--- config.mk ---
export PLATFORM = sky130hd
export DESIGN_NAME = mmd_divider_flat
export DESIGN_NICKNAME = d
export VERILOG_FILES = /design/src/rtl/mmd_pkg.sv /design/src/rtl/mmd_divider_if.sv /design/src/rtl/mmd_prefetch.sv /design/src/rtl/mmd_divider.sv /design/src/flat_wrapper.sv
export SDC_FILE = /design/constraint.sdc
export NUM_CORES = 1
export LEC_CHECK = 0
export CAP_MARGIN = 40
export CORE_AREA = 10 10 54 52
export CTS_CLUSTER_SIZE = 30
export DETAILED_ROUTE_END_ITERATION = 8
export DIE_AREA = 0 0 64 62
export DONT_BUFFER_PORTS = 1
export PLACE_DENSITY = 0.81
export SETUP_SLACK_MARGIN = 0.05
export SYNTH_ARGS = -nofsm -noshare
export SYNTH_HDL_FRONTEND = slang
export SYNTH_SLANG_ARGS = --single-unit
export TNS_END_PERCENT = 5
--- constraint.sdc ---
create_clock -name clk -period 3.3 [get_ports clk]
set_clock_uncertainty 0.2 [all_clocks]
set_input_delay 0.33 -clock clk [delete_from_list [all_inputs] [get_ports clk]]
set_output_delay 0.33 -clock clk [all_outputs]
set_load 0.03 [all_outputs]
--- src/rtl/mmd_pkg.sv ---
// Shared definitions for the multi-modulus divider: default widths, divide limits
// and the FSM state encoding.
package mmd_pkg;

    localparam int MMD_WIDTH   = 4;
    localparam int MMD_MIN_DIV = 3;
    localparam int MMD_MAX_DIV = 15;

    localparam logic [0:0] ST_IDLE = 1'b0;
    localparam logic [0:0] ST_RUN  = 1'b1;

endpackage

--- src/rtl/mmd_divider_if.sv ---
// Divide-value handshake between the delta-sigma modulator (master) and the divider (slave).
interface mmd_divider_if
    import mmd_pkg::*;
#(
    parameter int WIDTH = MMD_WIDTH
);

    logic [WIDTH-1:0] div_in;
    logic             div_valid;
    logic             div_ready;

    modport master (output div_in, output div_valid, input div_ready);
    modport slave  (input div_in, input div_valid, output div_ready);

endinterface

--- src/rtl/mmd_prefetch.sv ---
// One-entry prefetch buffer for divide values with ready generation.
// Optional input clamp to MIN_DIV is enabled by defining MMD_CLAMP_EN.
module mmd_prefetch
    import mmd_pkg::*;
#(
    parameter int WIDTH   = MMD_WIDTH,
    parameter int MIN_DIV = MMD_MIN_DIV
) (
    input  logic             clk,
    input  logic             rst_n,
    mmd_divider_if.slave     bus,
    input  logic             run,
    input  logic             cnt_zero,
    input  logic             start,
    output logic             xfer,
    output logic [WIDTH-1:0] acc_val,
    output logic             nxt_full,
    output logic [WIDTH-1:0] nxt_val,
    output logic             clamp_err
);

    logic             nxt_full_r;
    logic [WIDTH-1:0] nxt_val_r;
    logic             wr_s;
    logic             consume_s;

    assign bus.div_ready = !nxt_full_r || (run && cnt_zero) || !run;
    assign xfer          = bus.div_valid && bus.div_ready;
    // A transfer that feeds a period start directly bypasses an empty buffer.
    assign wr_s          = xfer && !(start && !nxt_full_r);
    assign consume_s     = start && nxt_full_r;
    assign nxt_full      = nxt_full_r;
    assign nxt_val       = nxt_val_r;

`ifdef MMD_CLAMP_EN
    logic below_s;
    logic clamp_err_r;

    assign below_s   = bus.div_in < WIDTH'(MIN_DIV);
    assign acc_val   = below_s ? WIDTH'(MIN_DIV) : bus.div_in;
    assign clamp_err = clamp_err_r;

    // Sticky record of any accepted value below the legal minimum.
    always_ff @(posedge clk or negedge rst_n) begin
        if (!rst_n) begin
            clamp_err_r <= 1'b0;
        end else begin
            clamp_err_r <= clamp_err_r | (xfer && below_s);
        end
    end
`else
    assign acc_val   = bus.div_in;
    assign clamp_err = 1'b0;
`endif

    // Buffer write wins over consume so a simultaneous refill leaves it full.
    always_ff @(posedge clk or negedge rst_n) begin
        if (!rst_n) begin
            nxt_full_r <= 1'b0;
            nxt_val_r  <= {WIDTH{1'b0}};
        end else if (wr_s) begin
            nxt_full_r <= 1'b1;
            nxt_val_r  <= acc_val;
        end else if (consume_s) begin
            nxt_full_r <= 1'b0;
        end else begin
            nxt_full_r <= nxt_full_r;
        end
    end

endmodule

--- src/rtl/mmd_divider.sv ---
// Programmable multi-modulus divider: one div_pulse per N-cycle period, N fetched per
// period through mmd_prefetch. Build option MMD_CLAMP_EN clamps N below MIN_DIV.
module mmd_divider
    import mmd_pkg::*;
#(
    parameter int WIDTH   = MMD_WIDTH,
    parameter int MIN_DIV = MMD_MIN_DIV
) (
    input  logic             clk,
    input  logic             rst_n,
    input  logic             enable,
    mmd_divider_if.slave     bus,
    output logic             div_pulse,
    output logic [WIDTH-1:0] div_cur,
    output logic             underrun,
    output logic             clamp_err
);

    logic [0:0]       state_r, state_nxt_s;
    logic [WIDTH-1:0] cnt_r, cnt_nxt_s;
    logic [WIDTH-1:0] cur_r, cur_nxt_s;
    logic             under_r, under_nxt_s;
    logic             pulse_r, pulse_nxt_s;
    logic             cnt_zero_s, start_s, xfer_s, nxt_full_s;
    logic [WIDTH-1:0] acc_val_s, nxt_val_s, load_s;

    mmd_prefetch #(.WIDTH(WIDTH), .MIN_DIV(MIN_DIV)) u_prefetch (
        .clk       (clk),
        .rst_n     (rst_n),
        .bus       (bus),
        .run       (state_r == ST_RUN),
        .cnt_zero  (cnt_zero_s),
        .start     (start_s),
        .xfer      (xfer_s),
        .acc_val   (acc_val_s),
        .nxt_full  (nxt_full_s),
        .nxt_val   (nxt_val_s),
        .clamp_err (clamp_err)
    );

    assign cnt_zero_s = (cnt_r == {WIDTH{1'b0}});
    assign start_s    = enable && (((state_r == ST_IDLE) && (nxt_full_s || xfer_s)) ||
                                   ((state_r == ST_RUN) && cnt_zero_s));
    // With nothing fresh available the running value is reused.
    assign load_s     = nxt_full_s ? nxt_val_s : (xfer_s ? acc_val_s : cur_r);

    // Next-state, counter and period bookkeeping.
    always_comb begin
        state_nxt_s = state_r;
        cnt_nxt_s   = cnt_r;
        cur_nxt_s   = cur_r;
        under_nxt_s = under_r;
        case (state_r)
            ST_IDLE: begin
                if (start_s) begin
                    state_nxt_s = ST_RUN;
                    cnt_nxt_s   = load_s - WIDTH'(1);
                    cur_nxt_s   = load_s;
                end else begin
                    state_nxt_s = ST_IDLE;
                    cnt_nxt_s   = {WIDTH{1'b0}};
                end
            end
            ST_RUN: begin
                if (!enable) begin
                    state_nxt_s = ST_IDLE;
                    cnt_nxt_s   = {WIDTH{1'b0}};
                end else if (cnt_zero_s) begin
                    cnt_nxt_s = load_s - WIDTH'(1);
                    cur_nxt_s = load_s;
                    if (!nxt_full_s && !xfer_s) begin
                        under_nxt_s = 1'b1;
                    end else begin
                        under_nxt_s = under_r;
                    end
                end else begin
                    cnt_nxt_s = cnt_r - WIDTH'(1);
                end
            end
            default: begin
                state_nxt_s = ST_IDLE;
                cnt_nxt_s   = {WIDTH{1'b0}};
            end
        endcase
        pulse_nxt_s = (state_nxt_s == ST_RUN) && (cnt_nxt_s == {WIDTH{1'b0}});
    end

    // State and registered outputs.
    always_ff @(posedge clk or negedge rst_n) begin
        if (!rst_n) begin
            state_r <= ST_IDLE;
            cnt_r   <= {WIDTH{1'b0}};
            cur_r   <= {WIDTH{1'b0}};
            under_r <= 1'b0;
            pulse_r <= 1'b0;
        end else begin
            state_r <= state_nxt_s;
            cnt_r   <= cnt_nxt_s;
            cur_r   <= cur_nxt_s;
            under_r <= under_nxt_s;
            pulse_r <= pulse_nxt_s;
        end
    end

    assign div_pulse = pulse_r;
    assign div_cur   = cur_r;
    assign underrun  = under_r;

endmodule

--- src/flat_wrapper.sv ---
// flat-port wrapper written by rule: the top's interface ports become plain ports
module mmd_divider_flat import mmd_pkg::*;
#(
    parameter int WIDTH   = MMD_WIDTH,
    parameter int MIN_DIV = MMD_MIN_DIV
)
  (clk, rst_n, enable, div_pulse, div_cur, underrun, clamp_err, bus_div_in, bus_div_valid, bus_div_ready);
  mmd_divider_if #(.WIDTH(WIDTH)) bus_i ();
  input  logic clk;
  input  logic rst_n;
  input  logic enable;
  output logic div_pulse;
  output logic [WIDTH-1:0] div_cur;
  output logic underrun;
  output logic clamp_err;
  input wire logic [$bits(bus_i.div_in)-1:0] bus_div_in;
  input wire logic [$bits(bus_i.div_valid)-1:0] bus_div_valid;
  output wire logic [$bits(bus_i.div_ready)-1:0] bus_div_ready;
  assign bus_i.div_in = bus_div_in;
  assign bus_i.div_valid = bus_div_valid;
  assign bus_div_ready = bus_i.div_ready;
  mmd_divider #(.WIDTH(WIDTH), .MIN_DIV(MIN_DIV)) u_core (.clk(clk), .rst_n(rst_n), .enable(enable), .bus(bus_i), .div_pulse(div_pulse), .div_cur(div_cur), .underrun(underrun), .clamp_err(clamp_err));
endmodule
==> results by stage <==
Setup path:
- The worst register-to-register path has a depth of 7.
- On the critical path, the stage with the largest delay is an instance of dfrtp_1.
- In this run the critical register-to-register path is launched from u_core.cnt_r[0].
- The worst setup path is captured at a flip-flop.
- The top fanout value on the critical path is 7.
- Traced cell by cell, the critical path runs through inv_1, ha_1, nor3b_4, nand2b_1, nand2_1, o211ai_2, mux2_2.
- The endpoint identified for the worst register-to-register timing path is u_core.u_prefetch.nxt_val[1].
- The startpoint class of the critical path is a flip-flop.
- The startpoint of the worst setup timing path is u_core.cnt_r[0].
- For the worst setup path, the data arrival time is 2300 ps.
- The cell type group with the largest total delay on the critical path is simple AND/OR/NAND/NOR gates.
- The biggest cell delay along the critical path is 400 ps.
- STA puts the critical path data required time at 3290 ps.
- Together, buffers and inverters on the worst path number 1.
- The type of the worst setup path is flip-flop to flip-flop.
- The reg2reg setup slack is 990 ps.

Routing:
- The count of TritonRoute iterations in the first routing pass is 4.
- After detailed routing, the number of remaining DRC violations is 0.
- The count of vias placed by the detailed router is 703.
- Using the TritonRoute via totals, the vias-per-cell ratio works out to about 5.9.
- The detailed router finished its first iteration with 13 violations.
- In the final routed layout, each cell accounts on average for 16.6 um.
- The count of nets left with antenna violations once routing finished came out at 0.
- Wires add up to 2.00 mm.

Clock network:
- The number of levels in the clock H-tree is 1.
- The count of cells resized by post-cts repair is 0.
- The count of clock tree sinks is 16.
- In this run, post-CTS hold repair placed 6 buffers.
- The maximum count of clock buffers along a single path is 2.
- In this run the clock root is driven by a clkbuf_4.
- The clock latency reported for the late side of the worst-skew pair is 290 ps.
- Clock-pin slew was measured on the worst setup and hold paths at 100 ps.
- The TritonCTS clock tree is done.
- In this run the post-CTS setup repair buffer count came out at 0.
- TritonCTS created 3 clock buffers.

Synthesis:
- By count the netlist is led by 16 x dfrtp_1, 9 x nand2_1, 7 x o21ai_0.
- The mean post-synth cell area is 11.2 sq um.
- The post-synthesis async set-or-reset flop share is between 90% and 100%.
- The synthesized design contains 16 register bits.
- The most used flip-flop cell after synthesis is dfrtp_1.
- Synthesis instantiated 37 different standard cells from the library.
- Counting flops with a built-in enable in the synthesized netlist gives 0.
- The share of synthesized area in the top cell type comes to 41.0%.
- The number of nets in the synthesized netlist is 97.
- The cell area after synthesis is 977 sq um.
- Synthesis produced 87 cells.
- The number of warnings reported in the yosys synthesis log is 0.
- The most common cell in the netlist is dfrtp_1.
- Of the synthesized area, sequential elements account for 41.0%.
- dfrtp_1 takes more of the synthesized area than any other cell.
- By area the synthesized netlist is led by dfrtp_1 41%, mux2i_4 6.9%, mux2_2 5.8%.

Placed design:
- The port buffer count is 0.
- The final RePlAce weighted congestion is 0.776.
- The total placed instance area is around 1000 sq um.
- The final HPWL from detailed placement is 1.52 mm.

GRT:
- The overall track demand over capacity in global routing is 11.2%.
- Entering global routing, the biggest net connects 17 pins.
- The via count of the first global-routing pass is 720.
- The global-route wire length before repair is 3.43 mm.
- The remaining global-route overflow is 0.
- The number of antenna violations at the first check in global routing came to 0.

Die:
- The die area is 3970 sq um.
- The total number of placement rows is 15.
- Measured along the y axis, the die boundary spans around 62 um.
- From left edge to right edge, the die measures ~64 um.
- The effective utilization at floorplan is 54.8%.
- The number of top-level pins is 16.
- The core region area is 1780 sq um.

Outcome:
- The flow ran to the end, and the final reports show no timing, DRC or antenna violations.

Power and ir drop:
- Net switching is 44.4% of the power.
- The share of total power in combinational logic is 45.0%.
- The power share of the sequential group is 41.7%.
- The share of total power dissipated in the clock network is between 10% and 20%.
- The maximum VDD drop is 0.521 mV.
- Summed over all cells, the static leakage comes to 0.000449 uW.
- The areal power density over the cells is 929 nW/um^2.
- For this design the total switching power over the nets is 447 uW.
- The internal power of the cells totals 561 uW.

Run:
- The number of maximum-capacitance violations is 0.

Worst hold path:
- The hold path startpoint is enable.
- For hold timing, the worst endpoint is u_core.underrun.
- The worst hold path belongs to the class primary input to flip-flop.
- Along the worst hold path, the cell count comes to 1.

Finish:
- After routing the design area is ~1100 sq um.
- The final net count is 106.
- Compared with the post-synthesis result, the final layout area differs by 11.1%.
- The layout cell share with drive strength beyond 1 is 23.2%.
- The count of antenna diodes in the layout is 0.

STA:
- At the pin with the least slew margin, the transition time is 722 ps.
- Of the available clock period, the critical path in the final layout requires 70.1%.
- The final-report max-slew violation count is 0.
- Setup violations remaining at the end of the flow were counted as 0.
- The clock period minus worst slack is 2310 ps.
- The final number of hold-violating endpoints came to 0.
- The worst pin sits at a relative slew slack of 51.7%.
- The minimum hold slack is 6.60 ps.
- Setup repair after global routing left no endpoint under its margin.
- The maximum clock rate is 0.432 GHz.
- After routing, the total negative slack on setup checks comes to 0 ps.
==> registers in the layout, summed over array words and instances, names as in the netlist <==
register / count
u_core.underrun: 1
u_core.u_prefetch.nxt_full: 1
u_core.state_r: 1
u_core.div_pulse: 1
u_core.u_prefetch.nxt_val: 4
u_core.cnt_r: 4
u_core.div_cur: 4
==> kinds of logic (layout without fill, tap and decap cells) <==
group	count (synthesis)	after routing	share of synthesized area, %
AO/OA/AOI/OAI	22	22	18.1
XOR/XNOR	2	2	1.79
adder cells (fa/ha/maj)	3	3	3.58
buffers and inverters	6	14	3.46
flip-flops	16	16	41.0
multiplexers	11	11	17.3
other	1	1	0.384
AND/OR/NAND/NOR	26	26	14.5
==> worst max-delay path by stage <==
stage	to	depth (start not counted)
finish	u_core.u_prefetch.nxt_val[1]	7
global route	u_core.u_prefetch.nxt_val[1]	7
CTS	u_core.u_prefetch.nxt_val[1]	7
detailed placement	u_core.u_prefetch.nxt_val[3]	7
global placement	u_core.u_prefetch.nxt_val[1]	7
floorplan	u_core.u_prefetch.nxt_val[0]	7
==> layout by cell type, fill, tap and decap left out, types with 2 or more instances in the layout <==
cell           synthesis  final
dfrtp_1               16     16
nand2_1                9      9
o21ai_0                7      7
dlygate4sd3_1          0      6
mux2_2                 5      5
mux2_4                 3      3
mux2i_4                3      3
inv_1                  3      3
nand2b_1               3      3
a21oi_1                3      3
nor2_1                 3      3
nand3_1                3      3
clkbuf_4               0      3
and2_1                 2      2
nand4_1                2      2
ha_1                   2      2
==> routing by layer <==
metal  global-route usage, %  up-vias  wire (um)
met5                       0        -          0
met3                    3.94        5        118
met4                    5.61        0         41
met2                    19.7       15        972
li1                        -      336          -
met1                    11.8      347        863
==> power by group through the flow <==
stage	registers (uW)	clock network, uW	logic (uW)
finish	421	134	454
global route	437	146	504
CTS	423	136	455
detailed placement	428	0	443
global placement	424	0	427
floorplan	407	0	382
==> through the flow <==
stage / total power [uW] / instances / utilization, % / setup slack, ps
finish: 1010 / 120 / 60.9 / 986
global route: 1090 / 120 / 60.9 / 847
CTS: 1010 / 120 / 60.9 / 989
detailed placement: 871 / 110 / 55.5 / 1010
global placement: 851 / 110 / 55.5 / 1100
floorplan: 789 / 87 / - / 1230
==> worst reg2reg max path, delay by kind of cell (launching register included) <==
family                   cells  cell delay (ps)
AND/OR/NAND/NOR              3              660
AO/OA/AOI/OAI                1              260
multiplexers                 1              370
flip-flops                   1              400
buffers and inverters        1               80
adder cells (fa/ha/maj)      1              230
==> layout make-up <==
class                           instances  area (sq um)
Tap cell                               25          31.3
Timing Repair Buffer                    6          60.1
Fill cell                             148           697
Inverter                                4          15.0
Clock buffer                            4          36.3
Sequential cell                        16           400
Multi-Input combinational cell         65           543
Power figures use the tool's default switching activity.
